## config.mk

```make
export PLATFORM = sky130hd
export DESIGN_NAME = instr_excute_seq_flat
export DESIGN_NICKNAME = d
export VERILOG_FILES = /design/src/rtl/instr_excute_seq_if.sv /design/src/rtl/instr_excute_seq.sv /design/src/flat_wrapper.sv
export SDC_FILE = /design/constraint.sdc
export NUM_CORES = 1
export LEC_CHECK = 0
export BUFFER_PORTS_ARGS = -buffer_cell sky130_fd_sc_hd__buf_2
export CAP_MARGIN = 20
export CORE_ASPECT_RATIO = 0.6
export CORE_MARGIN = 1
export CORE_UTILIZATION = 40
export CTS_CLUSTER_SIZE = 24
export DETAILED_ROUTE_END_ITERATION = 7
export HOLD_SLACK_MARGIN = 0.02
export PLACE_DENSITY = 0.64
export SYNTH_ARGS = -nofsm -noshare
export SYNTH_HDL_FRONTEND = slang
export SYNTH_SLANG_ARGS = --single-unit
```

## constraint.sdc

```tcl
create_clock -name clk -period 4.4 [get_ports clk]
set_input_delay 1.1 -clock clk [delete_from_list [all_inputs] [get_ports clk]]
set_output_delay 1.1 -clock clk [all_outputs]
set_load 0.05 [all_outputs]
```

## src/rtl/instr_excute_seq_if.sv

```systemverilog
// Operand-fetch / execute / operand-store / control-FSM handshake bundle for instr_excute_seq.
// master = driving side (fetch, store-ready, FSM start); slave = the execute unit.
interface instr_excute_seq_if #(
    parameter int DATA_W = 8,
    parameter int OP_W   = 5
);
    logic              fsm_ie_en;
    logic              ie_fsm_ready;
    logic [OP_W-1:0]   of_ie_operation;
    logic [DATA_W-1:0] of_ie_operand_des;
    logic [DATA_W-1:0] of_ie_operand_des_high;
    logic [DATA_W-1:0] of_ie_operand_sou;
    logic [DATA_W-1:0] of_ie_operand_sou_high;
    logic [7:0]        of_ie_flag_reg;
    logic [DATA_W-1:0] ie_os_result;
    logic [DATA_W-1:0] ie_os_result_high;
    logic [7:0]        ie_os_flag_reg;
    logic              ie_os_valid;
    logic              os_ie_ready;
    logic [7:0]        ie_fsm_flag_reg;
    logic              ie_os_illegal;

    modport master (
        output fsm_ie_en, of_ie_operation, of_ie_operand_des, of_ie_operand_des_high,
               of_ie_operand_sou, of_ie_operand_sou_high, of_ie_flag_reg, os_ie_ready,
        input  ie_fsm_ready, ie_os_result, ie_os_result_high, ie_os_flag_reg,
               ie_os_valid, ie_fsm_flag_reg, ie_os_illegal
    );

    modport slave (
        input  fsm_ie_en, of_ie_operation, of_ie_operand_des, of_ie_operand_des_high,
               of_ie_operand_sou, of_ie_operand_sou_high, of_ie_flag_reg, os_ie_ready,
        output ie_fsm_ready, ie_os_result, ie_os_result_high, ie_os_flag_reg,
               ie_os_valid, ie_fsm_flag_reg, ie_os_illegal
    );
endinterface

```

## src/rtl/instr_excute_seq.sv

```systemverilog
// Multi-cycle Z80-style execute unit; 16-bit pair ops run as two carry-chained slices. DAA op: INSTR_EXCUTE_DAA_EN.
// Latency: valid on the 2nd edge (8-bit/illegal) or 3rd edge (16-bit) counting the accept edge.
// Backpressure: result and flags held in DONE until os_ie_ready; starts outside IDLE are dropped.
module instr_excute_seq #(
    parameter int DATA_W = 8,
    parameter int OP_W   = 5
) (
    input  logic                  clk,
    input  logic                  reset,
    instr_excute_seq_if.slave     bus
);
    localparam int MSB = DATA_W - 1;
    localparam int FW  = DATA_W + 1;

    localparam logic [OP_W-1:0] OP_ADD   = OP_W'(1);
    localparam logic [OP_W-1:0] OP_ADC   = OP_W'(2);
    localparam logic [OP_W-1:0] OP_SUB   = OP_W'(3);
    localparam logic [OP_W-1:0] OP_SBC   = OP_W'(4);
    localparam logic [OP_W-1:0] OP_AND   = OP_W'(5);
    localparam logic [OP_W-1:0] OP_OR    = OP_W'(6);
    localparam logic [OP_W-1:0] OP_XOR   = OP_W'(7);
    localparam logic [OP_W-1:0] OP_CP    = OP_W'(8);
    localparam logic [OP_W-1:0] OP_INC   = OP_W'(9);
    localparam logic [OP_W-1:0] OP_DEC   = OP_W'(10);
    localparam logic [OP_W-1:0] OP_ADD16 = OP_W'(11);
    localparam logic [OP_W-1:0] OP_ADC16 = OP_W'(12);
    localparam logic [OP_W-1:0] OP_SBC16 = OP_W'(13);
`ifdef INSTR_EXCUTE_DAA_EN
    localparam logic [OP_W-1:0] OP_DAA   = OP_W'(14);
    localparam logic [OP_W-1:0] OP_LAST  = OP_DAA;
`else
    localparam logic [OP_W-1:0] OP_LAST  = OP_SBC16;
`endif

    typedef enum logic [1:0] {IDLE, EXEC_LO, EXEC_HI, DONE} state_t;
    state_t state;

    logic [OP_W-1:0]   op_q;
    logic [DATA_W-1:0] des_q, desh_q, sou_q, souh_q;
    logic [7:0]        flg_q;
    logic              carry_lo, zero_lo;

    logic is_sub, use_c, is_incdec, is_16, legal, hi_phase;
    assign is_sub    = (op_q == OP_SUB) || (op_q == OP_SBC) || (op_q == OP_CP) ||
                       (op_q == OP_DEC) || (op_q == OP_SBC16);
    assign use_c     = (op_q == OP_ADC) || (op_q == OP_SBC) || (op_q == OP_ADC16) ||
                       (op_q == OP_SBC16);
    assign is_incdec = (op_q == OP_INC) || (op_q == OP_DEC);
    assign is_16     = (op_q == OP_ADD16) || (op_q == OP_ADC16) || (op_q == OP_SBC16);
    assign legal     = (op_q >= OP_ADD) && (op_q <= OP_LAST);
    assign hi_phase  = (state == EXEC_HI);

    // One shared slice adder; the high phase reuses it with the latched low-slice carry
    logic [DATA_W-1:0] a_s, b_s, sum, lres;
    logic [DATA_W:0]   full;
    logic [4:0]        nib;
    logic              cin, cout, hc, ov;

    always_comb begin
        a_s = hi_phase ? desh_q : des_q;
        b_s = is_incdec ? DATA_W'(1) : (hi_phase ? souh_q : sou_q);
        cin = hi_phase ? carry_lo : (use_c & flg_q[0]);
        if (is_sub) begin
            full = {1'b0, a_s} - {1'b0, b_s} - FW'(cin);
            nib  = {1'b0, a_s[3:0]} - {1'b0, b_s[3:0]} - 5'(cin);
        end else begin
            full = {1'b0, a_s} + {1'b0, b_s} + FW'(cin);
            nib  = {1'b0, a_s[3:0]} + {1'b0, b_s[3:0]} + 5'(cin);
        end
        sum  = full[MSB:0];
        cout = full[DATA_W];
        hc   = nib[4];
        ov   = (is_sub ? (a_s[MSB] ^ b_s[MSB]) : ~(a_s[MSB] ^ b_s[MSB])) & (sum[MSB] ^ a_s[MSB]);
        if (op_q == OP_AND)     lres = des_q & sou_q;
        else if (op_q == OP_OR) lres = des_q | sou_q;
        else                    lres = des_q ^ sou_q;
    end

`ifdef INSTR_EXCUTE_DAA_EN
    logic [7:0] daa_a, daa_corr, daa_r;
    logic       daa_c, daa_h;
`endif

    logic [DATA_W-1:0] nxt_res;
    logic [7:0]        nxt_flg;

    // Flag bits: S Z 5 H 3 PV N C
    always_comb begin
        nxt_res = sum;
        nxt_flg = flg_q;
`ifdef INSTR_EXCUTE_DAA_EN
        daa_a    = des_q[7:0];
        daa_corr = 8'h00;
        daa_c    = flg_q[0];
        if (flg_q[4] || (daa_a[3:0] > 4'd9)) daa_corr[3:0] = 4'h6;
        if (flg_q[0] || (daa_a > 8'h99)) begin
            daa_corr[7:4] = 4'h6;
            daa_c         = 1'b1;
        end
        daa_r = flg_q[1] ? (daa_a - daa_corr) : (daa_a + daa_corr);
        daa_h = flg_q[1] ? (flg_q[4] && (daa_a[3:0] < 4'd6)) : (daa_a[3:0] > 4'd9);
`endif
        case (op_q)
            OP_ADD, OP_ADC, OP_SUB, OP_SBC, OP_INC, OP_DEC:
                nxt_flg = {sum[MSB], (sum == '0), sum[5], hc, sum[3], ov, is_sub,
                           is_incdec ? flg_q[0] : cout};
            OP_CP: begin
                nxt_res = des_q;
                nxt_flg = {sum[MSB], (sum == '0), sou_q[5], hc, sou_q[3], ov, 1'b1, cout};
            end
            OP_AND, OP_OR, OP_XOR: begin
                nxt_res = lres;
                nxt_flg = {lres[MSB], (lres == '0), lres[5], (op_q == OP_AND), lres[3],
                           ~^lres, 2'b00};
            end
            OP_ADD16:
                nxt_flg = {flg_q[7:6], sum[5], hc, sum[3], flg_q[2], 1'b0, cout};
            OP_ADC16, OP_SBC16:
                nxt_flg = {sum[MSB], zero_lo & (sum == '0), sum[5], hc, sum[3], ov, is_sub, cout};
`ifdef INSTR_EXCUTE_DAA_EN
            OP_DAA: begin
                nxt_res      = des_q;
                nxt_res[7:0] = daa_r;
                nxt_flg      = {nxt_res[MSB], (nxt_res == '0), nxt_res[5], daa_h, nxt_res[3],
                                ~^daa_r, flg_q[1], daa_c};
            end
`endif
            default: nxt_res = des_q;
        endcase
    end

    always_ff @(posedge clk or negedge reset) begin
        if (!reset) begin
            state                 <= IDLE;
            op_q                  <= '0;
            des_q                 <= '0;
            desh_q                <= '0;
            sou_q                 <= '0;
            souh_q                <= '0;
            flg_q                 <= '0;
            carry_lo              <= 1'b0;
            zero_lo               <= 1'b0;
            bus.ie_fsm_ready      <= 1'b1;
            bus.ie_os_result      <= '0;
            bus.ie_os_result_high <= '0;
            bus.ie_os_flag_reg    <= '0;
            bus.ie_fsm_flag_reg   <= '0;
            bus.ie_os_valid       <= 1'b0;
            bus.ie_os_illegal     <= 1'b0;
        end else begin
            case (state)
                IDLE: begin
                    if (bus.fsm_ie_en) begin
                        op_q             <= bus.of_ie_operation;
                        des_q            <= bus.of_ie_operand_des;
                        desh_q           <= bus.of_ie_operand_des_high;
                        sou_q            <= bus.of_ie_operand_sou;
                        souh_q           <= bus.of_ie_operand_sou_high;
                        flg_q            <= bus.of_ie_flag_reg;
                        bus.ie_fsm_ready <= 1'b0;
                        state            <= EXEC_LO;
                    end
                end
                EXEC_LO: begin
                    if (is_16) begin
                        bus.ie_os_result <= sum;
                        carry_lo         <= cout;
                        zero_lo          <= (sum == '0);
                        state            <= EXEC_HI;
                    end else begin
                        bus.ie_os_result      <= nxt_res;
                        bus.ie_os_result_high <= desh_q;
                        bus.ie_os_flag_reg    <= nxt_flg;
                        bus.ie_fsm_flag_reg   <= nxt_flg;
                        bus.ie_os_illegal     <= ~legal;
                        bus.ie_os_valid       <= 1'b1;
                        state                 <= DONE;
                    end
                end
                EXEC_HI: begin
                    bus.ie_os_result_high <= nxt_res;
                    bus.ie_os_flag_reg    <= nxt_flg;
                    bus.ie_fsm_flag_reg   <= nxt_flg;
                    bus.ie_os_valid       <= 1'b1;
                    state                 <= DONE;
                end
                DONE: begin
                    if (bus.os_ie_ready) begin
                        bus.ie_os_valid   <= 1'b0;
                        bus.ie_os_illegal <= 1'b0;
                        bus.ie_fsm_ready  <= 1'b1;
                        state             <= IDLE;
                    end
                end
                default: state <= IDLE;
            endcase
        end
    end
endmodule

```

## src/flat_wrapper.sv

```systemverilog
// flat-port wrapper written by rule: the top's interface ports become plain ports
module instr_excute_seq_flat 
#(
    parameter int DATA_W = 8,
    parameter int OP_W   = 5
)
  (clk, reset, bus_fsm_ie_en, bus_of_ie_operation, bus_of_ie_operand_des, bus_of_ie_operand_des_high, bus_of_ie_operand_sou, bus_of_ie_operand_sou_high, bus_of_ie_flag_reg, bus_os_ie_ready, bus_ie_fsm_ready, bus_ie_os_result, bus_ie_os_result_high, bus_ie_os_flag_reg, bus_ie_os_valid, bus_ie_fsm_flag_reg, bus_ie_os_illegal);
  instr_excute_seq_if #(.DATA_W(DATA_W), .OP_W(OP_W)) bus_i ();
  input  logic clk;
  input  logic reset;
  input wire logic [$bits(bus_i.fsm_ie_en)-1:0] bus_fsm_ie_en;
  input wire logic [$bits(bus_i.of_ie_operation)-1:0] bus_of_ie_operation;
  input wire logic [$bits(bus_i.of_ie_operand_des)-1:0] bus_of_ie_operand_des;
  input wire logic [$bits(bus_i.of_ie_operand_des_high)-1:0] bus_of_ie_operand_des_high;
  input wire logic [$bits(bus_i.of_ie_operand_sou)-1:0] bus_of_ie_operand_sou;
  input wire logic [$bits(bus_i.of_ie_operand_sou_high)-1:0] bus_of_ie_operand_sou_high;
  input wire logic [$bits(bus_i.of_ie_flag_reg)-1:0] bus_of_ie_flag_reg;
  input wire logic [$bits(bus_i.os_ie_ready)-1:0] bus_os_ie_ready;
  output wire logic [$bits(bus_i.ie_fsm_ready)-1:0] bus_ie_fsm_ready;
  output wire logic [$bits(bus_i.ie_os_result)-1:0] bus_ie_os_result;
  output wire logic [$bits(bus_i.ie_os_result_high)-1:0] bus_ie_os_result_high;
  output wire logic [$bits(bus_i.ie_os_flag_reg)-1:0] bus_ie_os_flag_reg;
  output wire logic [$bits(bus_i.ie_os_valid)-1:0] bus_ie_os_valid;
  output wire logic [$bits(bus_i.ie_fsm_flag_reg)-1:0] bus_ie_fsm_flag_reg;
  output wire logic [$bits(bus_i.ie_os_illegal)-1:0] bus_ie_os_illegal;
  assign bus_i.fsm_ie_en = bus_fsm_ie_en;
  assign bus_i.of_ie_operation = bus_of_ie_operation;
  assign bus_i.of_ie_operand_des = bus_of_ie_operand_des;
  assign bus_i.of_ie_operand_des_high = bus_of_ie_operand_des_high;
  assign bus_i.of_ie_operand_sou = bus_of_ie_operand_sou;
  assign bus_i.of_ie_operand_sou_high = bus_of_ie_operand_sou_high;
  assign bus_i.of_ie_flag_reg = bus_of_ie_flag_reg;
  assign bus_i.os_ie_ready = bus_os_ie_ready;
  assign bus_ie_fsm_ready = bus_i.ie_fsm_ready;
  assign bus_ie_os_result = bus_i.ie_os_result;
  assign bus_ie_os_result_high = bus_i.ie_os_result_high;
  assign bus_ie_os_flag_reg = bus_i.ie_os_flag_reg;
  assign bus_ie_os_valid = bus_i.ie_os_valid;
  assign bus_ie_fsm_flag_reg = bus_i.ie_fsm_flag_reg;
  assign bus_ie_os_illegal = bus_i.ie_os_illegal;
  instr_excute_seq #(.DATA_W(DATA_W), .OP_W(OP_W)) u_core (.clk(clk), .reset(reset), .bus(bus_i));
endmodule
```

==> reports/metrics.yaml <==
logic_synthesis:
  synth-seq-cells: 76
  synth_top_area_share_pct: 33.9
  avgSynthCellArea_um2: 9.22
  synth_cell_types: 69
  syn-num-nets: 696
  async_flop_share_pct: 100
  netlist_top_cells_area: "dfrtp_1 34%, mux2_2 9.8%, ha_1 9.7%"
  yosysMostFrequentCell: "dfrtp_1"
  yosysSeqAreaShare_pct: 34.4
  ys.flop_type: "dfrtp_1"
  synthTopCellsByCount: "75 x dfrtp_1, 49 x nor2_1, 48 x mux2_2, 48 x nand2_1, 47 x inv_1"
  synth_edf_count: 0
  syn_inst: 600
  mappedNetlistArea_um2: 5530
  post-synth-top-area-cell: "dfrtp_1"
  yosysWarnings: 0
global_routing:
  grt_overflow_total: 0
  grt_use_met1_pct: 35.8
  antenna_found_initial: 0
  grt_pass1_wl_mm: 26.0
  grt_max_degree: 55
  grt_pass1_vias: 4662
  grt_use_met3_pct: 5.93
  grtUsageTotal_pct: 23.7
  top_usage_layer: "met1"
  use_met2_pct: 33.3
worst_setup_path:
  arrival_ns: 4.14
  rr_worst_depth: 15
  cp-start-kind: "flip-flop"
  critPathKind: "reg -> reg"
  startpoint: "u_core.state[0]"
  cp-end-kind: "flip-flop"
  r2r-start: "u_core.state[0]"
  cp_max_fo: 32
  crit_top_cell: "ha_1"
  crit_end: "u_core.bus.ie_os_result[7]"
  r2r-end: "u_core.bus.ie_os_result[7]"
  cp_cell_sequence: "inv_1 -> ha_1 -> buf_12 -> mux2i_1 -> nor2_1 -> ha_1 -> inv_1 -> ha_1 -> o21a_1 -> or3_1 -> a22oi_1 -> nor3_2 -> a31o_2 -> a221oi_1 -> a21oi_1"
  crit_required_ns: 4.59
  cpPeakStageDelay_ns: 0.44
  ff2ff_setup_slack_ns: 0.45
  cp_slowest_cell: "dfrtp_1"
clock_tree:
  htreeDepth: 3
  cts_setup_buffers: 0
  holdBufCountCts: 0
  numCtsBuffers: 9
  clock_latency_ns: 0.34
  clockRootBuffer: "clkbuf_16"
  clk_pin_slew_worst_paths_ns: 0.06
  clockBufferDepth: 2
  cts_tree: "done"
  cts.sinks: 76
  ctsResizeCount: 0
floorplanning:
  initial_utilization_pct: 42.0
  core_area_um2: 13200
  die_w_um: 154
  dieArea_um2: 14300
  core.rowCount: 32
  fp.dieH_um: 93.1
  boundaryPins: 84
final_layout:
  num-fill-cells: 1248
  multi_input_area_um2: 3240
  diodes: 0
  nets: 768
  layout-drive-gt1-share_pct: 26.6
  final_util_pct: 48.6
  seqCellArea_um2: 1900
  syn2layout_area_growth_pct: 15.7
timing:
  fin_skew_ns: 0.0113
  worst_pin_slew_ns: 0.863
  rsz0062_at_grt: "false"
  finalSetupViolCount: 0
  relSlewSlack_pct: 42.2
  fin_crit_sh_pct: 89.8
  finalHoldViolations: 0
  drv_slew: 0
  fmax_mhz: 253
  hold_slack_ns: 0.480
  fin_setup_tns_ns: 0
  fin_crit_ns: 3.95
placement:
  place.gp.congestion: 0.976
  dp_hpwl_mm: 12.8
  io_buffers: 83
hold_path:
  min_path_type: "reg -> reg"
run:
  cap_violations: 0
routing:
  vias: 4879
  drcViolationCount: 0
  drtIter0Drc: 406
  firstDrtPassIters: 5
  antenna_left: 0
  route.detailed.wl_per_inst_um: 19.1
  drt-total-wl_mm: 16.2
  routed_via_density: 5.76
outcome:
  status: "complete, no violations"
==> per-layer routing <==
layer	vias up	share of wire (%)
met3	17	10
met5	-	0
met4	0	1.1
li1	2275	-
met1	2346	50
met2	241	39
==> placed cells by master, fill, tap and decap left out, types with 4 or more instances in the layout <==
cell	netlist	layout
xnor2_1	10	10
a21oi_1	36	36
and2_1	4	4
nand2_1	48	47
ha_1	43	43
buf_4	8	16
dfrtp_1	75	75
nor2_1	49	49
a22o_1	4	4
mux2i_1	13	13
inv_1	47	47
clkbuf_16	0	9
a211oi_1	11	11
o211ai_1	4	4
a31oi_1	9	9
o31ai_1	7	7
o221ai_1	5	5
nor2b_1	7	7
o21a_1	5	5
mux2_2	48	48
xor2_1	5	5
fa_1	4	4
a21o_1	5	5
nand2b_1	4	4
o21ai_0	41	41
and3_1	4	4
nor3_1	9	9
nand3_1	6	6
buf_2	8	82
a22oi_1	6	6
==> cells by family (layout without fill, tap and decap cells) <==
group                    count (synthesis)  count (layout)  share of synthesized area, %
AND/OR/NAND/NOR                        148             148                          12.8
adder cells (fa/ha/maj)                 47              47                          11.2
AO/OA/AOI/OAI                          165             165                          19.8
XOR/XNOR                                15              15                          2.38
multiplexers                            62              62                          12.4
buffers and inverters                   87             164                          7.08
flip-flops                              76              76                          34.4
==> metrics by stage <==
stage | cells | setup slack, ns | area, um2
2_1_floorplan | 600 | 0.350 | 5530
3_3_place_gp | 830 | 0.663 | 6080
3_5_place_dp | 830 | 0.524 | 6080
4_1_cts | 846 | 0.504 | 6380
5_1_grt | 847 | 0.119 | 6400
6_report | 847 | 0.451 | 6400
==> cell type report <==
type | instances | share of cell area, %
Clock buffer | 12 | 3.85
Clock inverter | 4 | 0.763
Inverter | 48 | 2.82
Multi-Input combinational cell | 437 | 50.6
Sequential cell | 76 | 29.7
Tap cell | 170 | 3.32
Timing Repair Buffer | 100 | 8.92
==> worst min path at each step <==
stage          cells past startpoint                            start                               to
2_1_floorplan                      2                  u_core.carry_lo                  u_core.carry_lo
3_3_place_gp                       1  u_core.bus.ie_os_result_high[1]  u_core.bus.ie_os_result_high[1]
3_5_place_dp                       1  u_core.bus.ie_os_result_high[0]  u_core.bus.ie_os_result_high[0]
4_1_cts                            1  u_core.bus.ie_os_result_high[0]  u_core.bus.ie_os_result_high[0]
5_1_grt                            1  u_core.bus.ie_os_result_high[1]  u_core.bus.ie_os_result_high[1]
6_report                           1  u_core.bus.ie_os_result_high[1]  u_core.bus.ie_os_result_high[1]
==> worst max-delay path, delay by kind of cell (launching register included) <==
kind                       cells  cell delay, ns
AOI/OAI and AO/OA              5            1.21
and+or+nand+nor                3            0.49
muxes                          1            0.22
DFF                            1            0.44
adders and majority gates      3            0.98
buffers and inverters          3            0.44
Power is left out: the tool's default activity adds up to more than one toggle a clock period on the data nets, which glitch-free logic cannot reach.
